File: src/rtl/network_interface_pkg.sv
// -----------------------------------------------------------------------------
// network_interface_pkg
// Flit layout and helpers shared by the NoC network interface, its FIFO and
// the mesh router.
//   Flit (CHANNEL_WIDTH = 32):
//     [31] valid  [30] done  [29:27] dest x  [26:24] dest y  [23:0] payload
// -----------------------------------------------------------------------------
package network_interface_pkg;

    localparam int CHANNEL_WIDTH  = 32;
    localparam int COORD_WIDTH    = 3;
    localparam int PAYLOAD_WIDTH  = 24;
    localparam int FLIT_VALID_BIT = 31;
    localparam int FLIT_DONE_BIT  = 30;
    localparam int DEST_X_MSB     = 29;
    localparam int DEST_X_LSB     = 27;
    localparam int DEST_Y_MSB     = 26;
    localparam int DEST_Y_LSB     = 24;

    typedef struct packed {
        logic                     valid;
        logic                     done;
        logic [COORD_WIDTH-1:0]   dest_x;
        logic [COORD_WIDTH-1:0]   dest_y;
        logic [PAYLOAD_WIDTH-1:0] payload;
    } flit_t;

    // Builds a single-flit packet header: valid set, done clear.
    function automatic flit_t pack_flit(input logic [COORD_WIDTH-1:0]   dest_x,
                                        input logic [COORD_WIDTH-1:0]   dest_y,
                                        input logic [PAYLOAD_WIDTH-1:0] payload);
        flit_t f;
        f.valid   = 1'b1;
        f.done    = 1'b0;
        f.dest_x  = dest_x;
        f.dest_y  = dest_y;
        f.payload = payload;
        return f;
    endfunction

endpackage

File: src/rtl/ni_fifo.sv
// -----------------------------------------------------------------------------
// ni_fifo
// Parameterized synchronous FIFO with full/empty flags. Push and pop may occur
// in the same cycle; a push while full is accepted only if a pop frees a slot.
//   clk, reset    : clock, asynchronous active-low reset
//   push, din     : write request and data
//   pop           : read request (ignored when empty)
//   dout          : head entry (combinational read)
//   full, empty   : occupancy flags
// -----------------------------------------------------------------------------
module ni_fifo #(
    parameter int WIDTH = 32,
    parameter int DEPTH = 4
) (
    input  logic             clk,
    input  logic             reset,
    input  logic             push,
    input  logic [WIDTH-1:0] din,
    input  logic             pop,
    output logic [WIDTH-1:0] dout,
    output logic             full,
    output logic             empty
);

    localparam int PTR_W = (DEPTH > 1) ? $clog2(DEPTH) : 1;
    localparam int CNT_W = $clog2(DEPTH + 1);

    logic [WIDTH-1:0] mem [DEPTH];
    logic [PTR_W-1:0] rd_ptr_q, rd_ptr_d;
    logic [PTR_W-1:0] wr_ptr_q, wr_ptr_d;
    logic [CNT_W-1:0] count_q, count_d;
    logic             do_push, do_pop;

    function automatic logic [PTR_W-1:0] next_ptr(input logic [PTR_W-1:0] p);
        return (p == PTR_W'(DEPTH - 1)) ? '0 : p + 1'b1;
    endfunction

    assign full    = (count_q == CNT_W'(DEPTH));
    assign empty   = (count_q == '0);
    assign do_pop  = pop & ~empty;
    assign do_push = push & (~full | do_pop);
    assign dout    = mem[rd_ptr_q];

    // NOTE: every always_comb output gets a default first so no path leaves it
    // unassigned, which would infer a latch.
    always_comb begin
        rd_ptr_d = rd_ptr_q;
        wr_ptr_d = wr_ptr_q;
        count_d  = count_q;
        if (do_push) wr_ptr_d = next_ptr(wr_ptr_q);
        if (do_pop)  rd_ptr_d = next_ptr(rd_ptr_q);
        case ({do_push, do_pop})
            2'b10:   count_d = count_q + 1'b1;
            2'b01:   count_d = count_q - 1'b1;
            default: count_d = count_q;
        endcase
    end

    // NOTE: state registers use non-blocking assignments so every flop samples
    // the pre-edge values regardless of statement order.
    always_ff @(posedge clk or negedge reset) begin
        if (!reset) begin
            rd_ptr_q <= '0;
            wr_ptr_q <= '0;
            count_q  <= '0;
        end else begin
            rd_ptr_q <= rd_ptr_d;
            wr_ptr_q <= wr_ptr_d;
            count_q  <= count_d;
        end
    end

    // NOTE: storage is not reset; the pointers and count define which entries
    // are meaningful, so clearing the array would only cost reset fan-out.
    always_ff @(posedge clk) begin
        if (do_push) mem[wr_ptr_q] <= din;
    end

endmodule

File: src/rtl/network_interface.sv
// -----------------------------------------------------------------------------
// network_interface
// PE-side network interface for one mesh node. Packs PE requests into flits
// and injects them under credit-based flow control; buffers ejected flits and
// returns one credit per flit the PE consumes.
//   clk, reset                        : clock, asynchronous active-low reset
//   pe_inj_valid/ready/dest_x/dest_y/payload : PE injection handshake
//   channel_pe_dout, credit_in_din    : flit to router, credit from router
//   channel_pe_din, credit_out_dout   : flit from router, credit to router
//   pe_ej_valid/ready/flit            : PE ejection handshake (FIFO head)
//   overflow_err                      : sticky, flit arrived with FIFO full
// -----------------------------------------------------------------------------
module network_interface
    import network_interface_pkg::*;
#(
    parameter int X_LOCAL      = 2,
    parameter int Y_LOCAL      = 2,
    parameter int BUFFER_DEPTH = 4,
    parameter int CREDIT_WIDTH = 3
) (
    input  logic                     clk,
    input  logic                     reset,
    input  logic                     pe_inj_valid,
    output logic                     pe_inj_ready,
    input  logic [COORD_WIDTH-1:0]   pe_inj_dest_x,
    input  logic [COORD_WIDTH-1:0]   pe_inj_dest_y,
    input  logic [PAYLOAD_WIDTH-1:0] pe_inj_payload,
    output logic [CHANNEL_WIDTH-1:0] channel_pe_dout,
    input  logic                     credit_in_din,
    input  logic [CHANNEL_WIDTH-1:0] channel_pe_din,
    output logic                     credit_out_dout,
    output logic                     pe_ej_valid,
    input  logic                     pe_ej_ready,
    output logic [CHANNEL_WIDTH-1:0] pe_ej_flit,
    output logic                     overflow_err
);

    localparam logic [CREDIT_WIDTH-1:0] CREDIT_MAX = CREDIT_WIDTH'(BUFFER_DEPTH);

    logic [CREDIT_WIDTH-1:0]  credit_cnt_q, credit_cnt_d;
    logic [CHANNEL_WIDTH-1:0] channel_q, channel_d;
    logic                     credit_out_q, credit_out_d;
    logic                     overflow_q, overflow_d;
    logic                     send, ej_push, ej_pop, ej_full, ej_empty;

    // ---------------- Injection ----------------
    assign pe_inj_ready = (credit_cnt_q != '0);
    assign send         = pe_inj_valid & pe_inj_ready;

    always_comb begin
        credit_cnt_d = credit_cnt_q;
        channel_d    = '0;
        if (send) channel_d = pack_flit(pe_inj_dest_x, pe_inj_dest_y, pe_inj_payload);
        // A returning credit and a send in the same cycle cancel out. A credit
        // at full count is a protocol violation and is dropped.
        if (send && !credit_in_din)
            credit_cnt_d = credit_cnt_q - 1'b1;
        else if (!send && credit_in_din && credit_cnt_q != CREDIT_MAX)
            credit_cnt_d = credit_cnt_q + 1'b1;
    end

    // ---------------- Ejection ----------------
    assign ej_push     = channel_pe_din[FLIT_VALID_BIT];
    assign ej_pop      = pe_ej_valid & pe_ej_ready;
    assign pe_ej_valid = ~ej_empty;

    ni_fifo #(
        .WIDTH (CHANNEL_WIDTH),
        .DEPTH (BUFFER_DEPTH)
    ) u_ej_fifo (
        .clk   (clk),
        .reset (reset),
        .push  (ej_push),
        .din   (channel_pe_din),
        .pop   (ej_pop),
        .dout  (pe_ej_flit),
        .full  (ej_full),
        .empty (ej_empty)
    );

    always_comb begin
        credit_out_d = ej_pop;
        // A same-cycle pop frees the slot, so only an unmatched push is lost.
        overflow_d   = overflow_q | (ej_push & ej_full & ~ej_pop);
    end

    always_ff @(posedge clk or negedge reset) begin
        if (!reset) begin
            credit_cnt_q <= CREDIT_MAX;
            channel_q    <= '0;
            credit_out_q <= 1'b0;
            overflow_q   <= 1'b0;
        end else begin
            credit_cnt_q <= credit_cnt_d;
            channel_q    <= channel_d;
            credit_out_q <= credit_out_d;
            overflow_q   <= overflow_d;
        end
    end

    assign channel_pe_dout = channel_q;
    assign credit_out_dout = credit_out_q;
    assign overflow_err    = overflow_q;

    // The local address is reserved for the source field of multi-flit
    // packets; single-flit headers carry only the destination.
    localparam int UNUSED_LOCAL = X_LOCAL + Y_LOCAL;

endmodule
File: config.mk
export PLATFORM = sky130hd
export DESIGN_NAME = network_interface
export DESIGN_NICKNAME = d
export VERILOG_FILES = /design/src/rtl/network_interface_pkg.sv /design/src/rtl/ni_fifo.sv /design/src/rtl/network_interface.sv
export SDC_FILE = /design/constraint.sdc
export NUM_CORES = 1
export LEC_CHECK = 0
export BUFFER_PORTS_ARGS = -buffer_cell sky130_fd_sc_hd__buf_2
export CAP_MARGIN = 15
export CORE_AREA = 2 2 114 116
export DETAILED_ROUTE_END_ITERATION = 6
export DIE_AREA = 0 0 116 118
export PLACE_DENSITY = 0.79
export SLEW_MARGIN = 20
export SYNTH_ARGS = -nofsm -noshare
export SYNTH_HDL_FRONTEND = slang
export SYNTH_SLANG_ARGS = --single-unit
export TNS_END_PERCENT = 50
File: constraint.sdc
create_clock -name clk -period 3.7 [get_ports clk]
set_clock_uncertainty 0.15 [all_clocks]
set_input_delay 0 -clock clk [delete_from_list [all_inputs] [get_ports clk]]
set_output_delay 0 -clock clk [all_outputs]
set_load 0.01 [all_outputs]
# ---- Word level (Yosys, flattened, before mapping)
# Memories as Yosys holds them, arrays and structs flattened.
# Index checks and enable logic that the tools add are counted.
dict set report totals {
  in_bits 67
  memories 1
  wordCells 48
  out_inout_bits 68
  mem_bits_rw 128
  regBits 44
}
dict set report op_classes {
  n_mux 8
  bitwise 11
  n_addsub 6
  eq_ne 6
  n_reduce_logical 9
}
# name words width read_ports rd_clocked_by_memory_dff write_ports line_no
set mem_list {}
lappend mem_list {u_ej_fifo.mem 4 32 1 0 1 ni_fifo.sv:28} ;# logic [WIDTH-1:0] mem [DEPTH];
# op count
set op_table {}
lappend op_table {{$mux W32} 1}
lappend op_table {{$add A3 B1 Y3 const B} 2}
lappend op_table {{$and A1 B1 Y1} 6}
lappend op_table {{$eq A2 B2 Y1 const B} 3}
lappend op_table {{$mux W3} 2}
lappend op_table {{$pmux W3 S2} 1}
lappend op_table {{$sub A3 B1 Y3 const B} 2}
lappend op_table {{$add A2 B1 Y2 const B} 2}
lappend op_table {{$mux W2} 2}
lappend op_table {{$reduce_bool A2 Y1} 2}
lappend op_table {{$eq A3 B3 Y1 const B} 1}
lappend op_table {{$logic_and A1 B1 Y1} 3}
lappend op_table {{$logic_not A3 Y1} 1}
lappend op_table {{$ne A3 B3 Y1 const B} 1}
lappend op_table {{$not A1 Y1} 3}
lappend op_table {{$reduce_bool A3 Y1} 1}
lappend op_table {{$eq A2 B1 Y1 const B} 1}
lappend op_table {{$logic_not A1 Y1} 2}
lappend op_table {{$mux W1} 2}
lappend op_table {{$or A1 B1 Y1} 2}

# ---- Logic depth before layout (Yosys ltp)
dict set report depth {
  depth_word 8
  ltp_mapped 9
}

# ---- Modules after synthesis
# From an unflattened synthesis, not the netlist that was laid out.
dict set report unflattened {
  cells_unflattened 332
  hier_area_um2 6543.8
}
# module area_per_inst_um2 instances cells_per_inst
set modules_own_cells {}
lappend modules_own_cells {ni_fifo 5143.7 1 220}
lappend modules_own_cells {network_interface 1400.1 1 112}

# ---- Worst setup path before layout
# No wires, ideal clock.
dict set report synth_timing {
  path_kind {reg-to-reg}
  from {register credit_cnt_q[1]}
  to {register credit_cnt_q[1]}
  setup_slack_ps 1517
  path_buffers 0
  period_less_slack_ps 2183
  path_stages_with_launch 8
  setup_ps 87
  arrival_ps 1946
  cell_sequence {dfrtp_1 or3_4 and2_2 nand2b_1 fa_1 o21ba_2 o211ai_1 a22oi_1}
}
dict set report synth_between {
  elab_chain_len 6
}
# item line_no
set synth_rtl {}
lappend synth_rtl {{start: declaration} network_interface.sv:40} ;# logic [CREDIT_WIDTH-1:0] credit_cnt_q, credit_cnt_d;
lappend synth_rtl {{start signal: assignment} network_interface.sv:94} ;# credit_cnt_q <= credit_cnt_d;
lappend synth_rtl {{branches (longest 6 deep; another with $add A3 B1 Y3)} --}
# Parallel ways; which one is timed is not known. The select of a mux whose other input is x is not followed.
# A chain may end at the register's enable or synchronous reset.

# ---- Final worst setup path
# Ends and elaborated chain as after synthesis.

==> qor.txt <==
status: finished, final reports clean
gr usage total: 0.210
Via density: 5.11
CP Buf/Inv Count: 0
Pwr per Cell Area: 703 nW/um^2
Top FF cell, synth: edfxtp_1
Die Span X: 116 um
Max rail drop VDD: 401 uV
drt drc: 0
antenna violations before repair: 0
commonest non-fill, non-tap cell in the layout: buf_2
Final #Nets: 619
first-pass GRT wire length: 21,000 um
area delta synth->final: 35.2%
Final TNS setup: 0 ns
Synth Area in Simple Gates: 0.0548
fraction of registers with async set or reset after synthesis: 0.251
Pre-antenna DRT Iters: 4
final setup vio count: 0
CP delay by family, top: simple AND/OR/NAND/NOR gates
complex-gate fraction of the synthesized area: 0.00952
adder-cell share of the synthesized area: 0.0179
Clk Latency, worst-skew pair: 0.42 ns
Hold Violations, Final: 0
Slew headroom: 0.276
Core Area: 12,400 um^2
Root Buffer: clkbuf_16
Max Root-Sink Buffers: 2
hold_ws: 0.146 ns
Die Ht: 118 um
type of the worst setup path: flop to flop
share of cells above drive strength 1: 0.380
fin crit share: 0.664
IO Count: 135
register area share after synthesis: 0.764
top cells by area, synth: edfxtp_1 60%, dfrtp_1 16%, mux4_2 11%, and3_1 2.9%, buf_6 1.2%
fmax: 0.407 GHz
post-CTS setup buffers: 0
CTS Sinks: 171
WL final: 13,500 um
R2R cell count: 7
CP max-delay cell: or3_4
CTS clk-pin slew, worst paths: 0.07 ns
most frequent cells in the layout: 133 x buf_2, 128 x edfxtp_1, 96 x dlygate4sd3_1, 41 x dfrtp_1, 32 x mux4_2
DR iter-0 viols: 205
cts repair resizes: 0
Slew @ Worst Pin: 1.09 ns
Buffers on Ports: 133
DPL Wire Length: 7280 um
Avg WL per Cell: 18.6 um
YS warnings: 0
P_leak: 3.60 nW
RSZ-0062 raised after global routing: false
element type at the critical path start: flop
Row Count: 41
CP max stage delay: 0.51 ns
hold crit path type: input pin to async pin
max cap viols: 0
CP Capture Type: flop
placed insts: 601
cells after synthesis: 309
flop2flop setup slack: 1.24 ns
vias in the first global route: 4,196
reg-to-reg startpoint: credit_cnt_q[1]
GP Congestion: 0.788
largest net degree at the start of global routing: 44
Starting Density: 0.519
area leader, netlist: edfxtp_1
Post-Synth XOR/XNOR Area: 0.00680
GR Overflow Total: 0
main combinational cell family by area after synthesis: multiplexers
worst-path cell chain: or3_4, and2_2, nand2b_1, fa_1, o21ba_2, o211ai_1, a22oi_1
routed vias: 3,714
WP data required: 3.89 ns
Num CTS Buffers: 17
cts-stage hold buffer count: 96
post-synthesis mux area share: 0.122
Synth cell types: 37
crit-path max FO: 32
Slew Limit Fails: 0
H-tree levels: 4
final non-filler cell total: 727
Final min period: 2.46 ns
Synth Cell Area: 6440 um^2
fillcell total: 809
Die Area: 13,700 um^2
post-synth net total: 384
proportion of netlist area held by the largest area contributor: 0.597
Post-DRT Antenna Nets: 0
n_diodes: 0
synthesized area per cell: 20.8 um^2
CTS tree: yes
EDFF count, synth: 128
CP arrival: 2.64 ns
FF-to-FF End: credit_cnt_q[1]
Yosys reg bits: 171
[cells in the mapped netlist, types with 2 or more instances]
master,count
nand2b_1,2
mux2_4,2
nor2_1,6
xor2_1,4
clkbuf_1,4
and3_1,30
ha_1,6
o211ai_1,2
buf_6,7
mux4_2,32
mux2_2,2
dfrtp_1,42
fa_1,2
buf_2,5
inv_1,9
nand3_1,2
or3_4,2
and2_1,4
edfxtp_1,128
[registers in the layout, indices dropped and copies added (netlist names)]
| name | flops |
|---|---|
| channel_pe_dout | 31 |
| credit_cnt_q | 3 |
| credit_out_dout | 1 |
| overflow_err | 1 |
| u_ej_fifo.count_q | 3 |
| u_ej_fifo.mem | 128 |
| u_ej_fifo.rd_ptr_q | 2 |
| u_ej_fifo.wr_ptr_q | 2 |
[per-stage QoR]
step	power [mW]	area [um^2]	utilization	worst slack, ns
after CTS	6.16	8710	0.701	1.21
after floorplan	3.89	6440	-	1.52
after global routing	6.44	8710	0.701	1.12
after global placement	4.40	7230	0.583	1.35
after detailed placement	4.47	7230	0.583	1.26
final	6.12	8710	0.701	1.24
[routing by layer]
layer,global-route usage,vias to the layer above,routed length (um)
met5,0,-,0
met4,0.0990,0,400
met3,0.0716,29,973
met2,0.348,164,6860
met1,0.244,1847,5280
li1,-,1674,-
[worst register-to-register path: stages, from the launching register on]
cell,delay [ns]
dfrtp_1,0.42
or3_4,0.51
and2_2,0.26
nand2b_1,0.08
fa_1,0.43
o21ba_2,0.25
o211ai_1,0.07
a22oi_1,0.19
[worst max-delay path by stage]
stage | startpoint | endpoint | depth (start not counted)
after floorplan | credit_cnt_q[1] | credit_cnt_q[1] | 7
after global placement | credit_cnt_q[1] | credit_cnt_q[1] | 7
after detailed placement | credit_cnt_q[1] | credit_cnt_q[1] | 7
after CTS | u_ej_fifo.rd_ptr_q[1] | pe_ej_flit[25] | 3
after global routing | u_ej_fifo.rd_ptr_q[0] | pe_ej_flit[15] | 3
final | credit_cnt_q[1] | credit_cnt_q[1] | 7
[cell type report]
cell class | instances | area (um^2) | share of cell area
clock buffer | 18 | 429 | 0.0493
timing repair buffer | 233 | 1660 | 0.190
tap | 172 | 215 | 0.0247
sequential | 171 | 4920 | 0.565
clock inverter | 12 | 83.8 | 0.00963
multi-input combinational | 112 | 1370 | 0.157
inverter | 9 | 33.8 | 0.00388
[power by group]
part | switching, mW | internal, mW | total, mW
logic | 0.860 | 0.937 | 1.80
registers | 0.250 | 2.51 | 2.76
clock network | 0.671 | 0.899 | 1.57
total | 1.78 | 4.34 | 6.12
[cells by family (layout without fill, tap and decap cells)]
logic type / after synthesis / count (layout)
compound gates: 8 / 8
xor+xnor: 5 / 5
fa+ha+maj: 8 / 8
buf+inv: 26 / 272
flops: 171 / 171
mux: 37 / 37
other cells: 1 / 1
simple gates: 53 / 53
(Power assumes the default switching activity.)
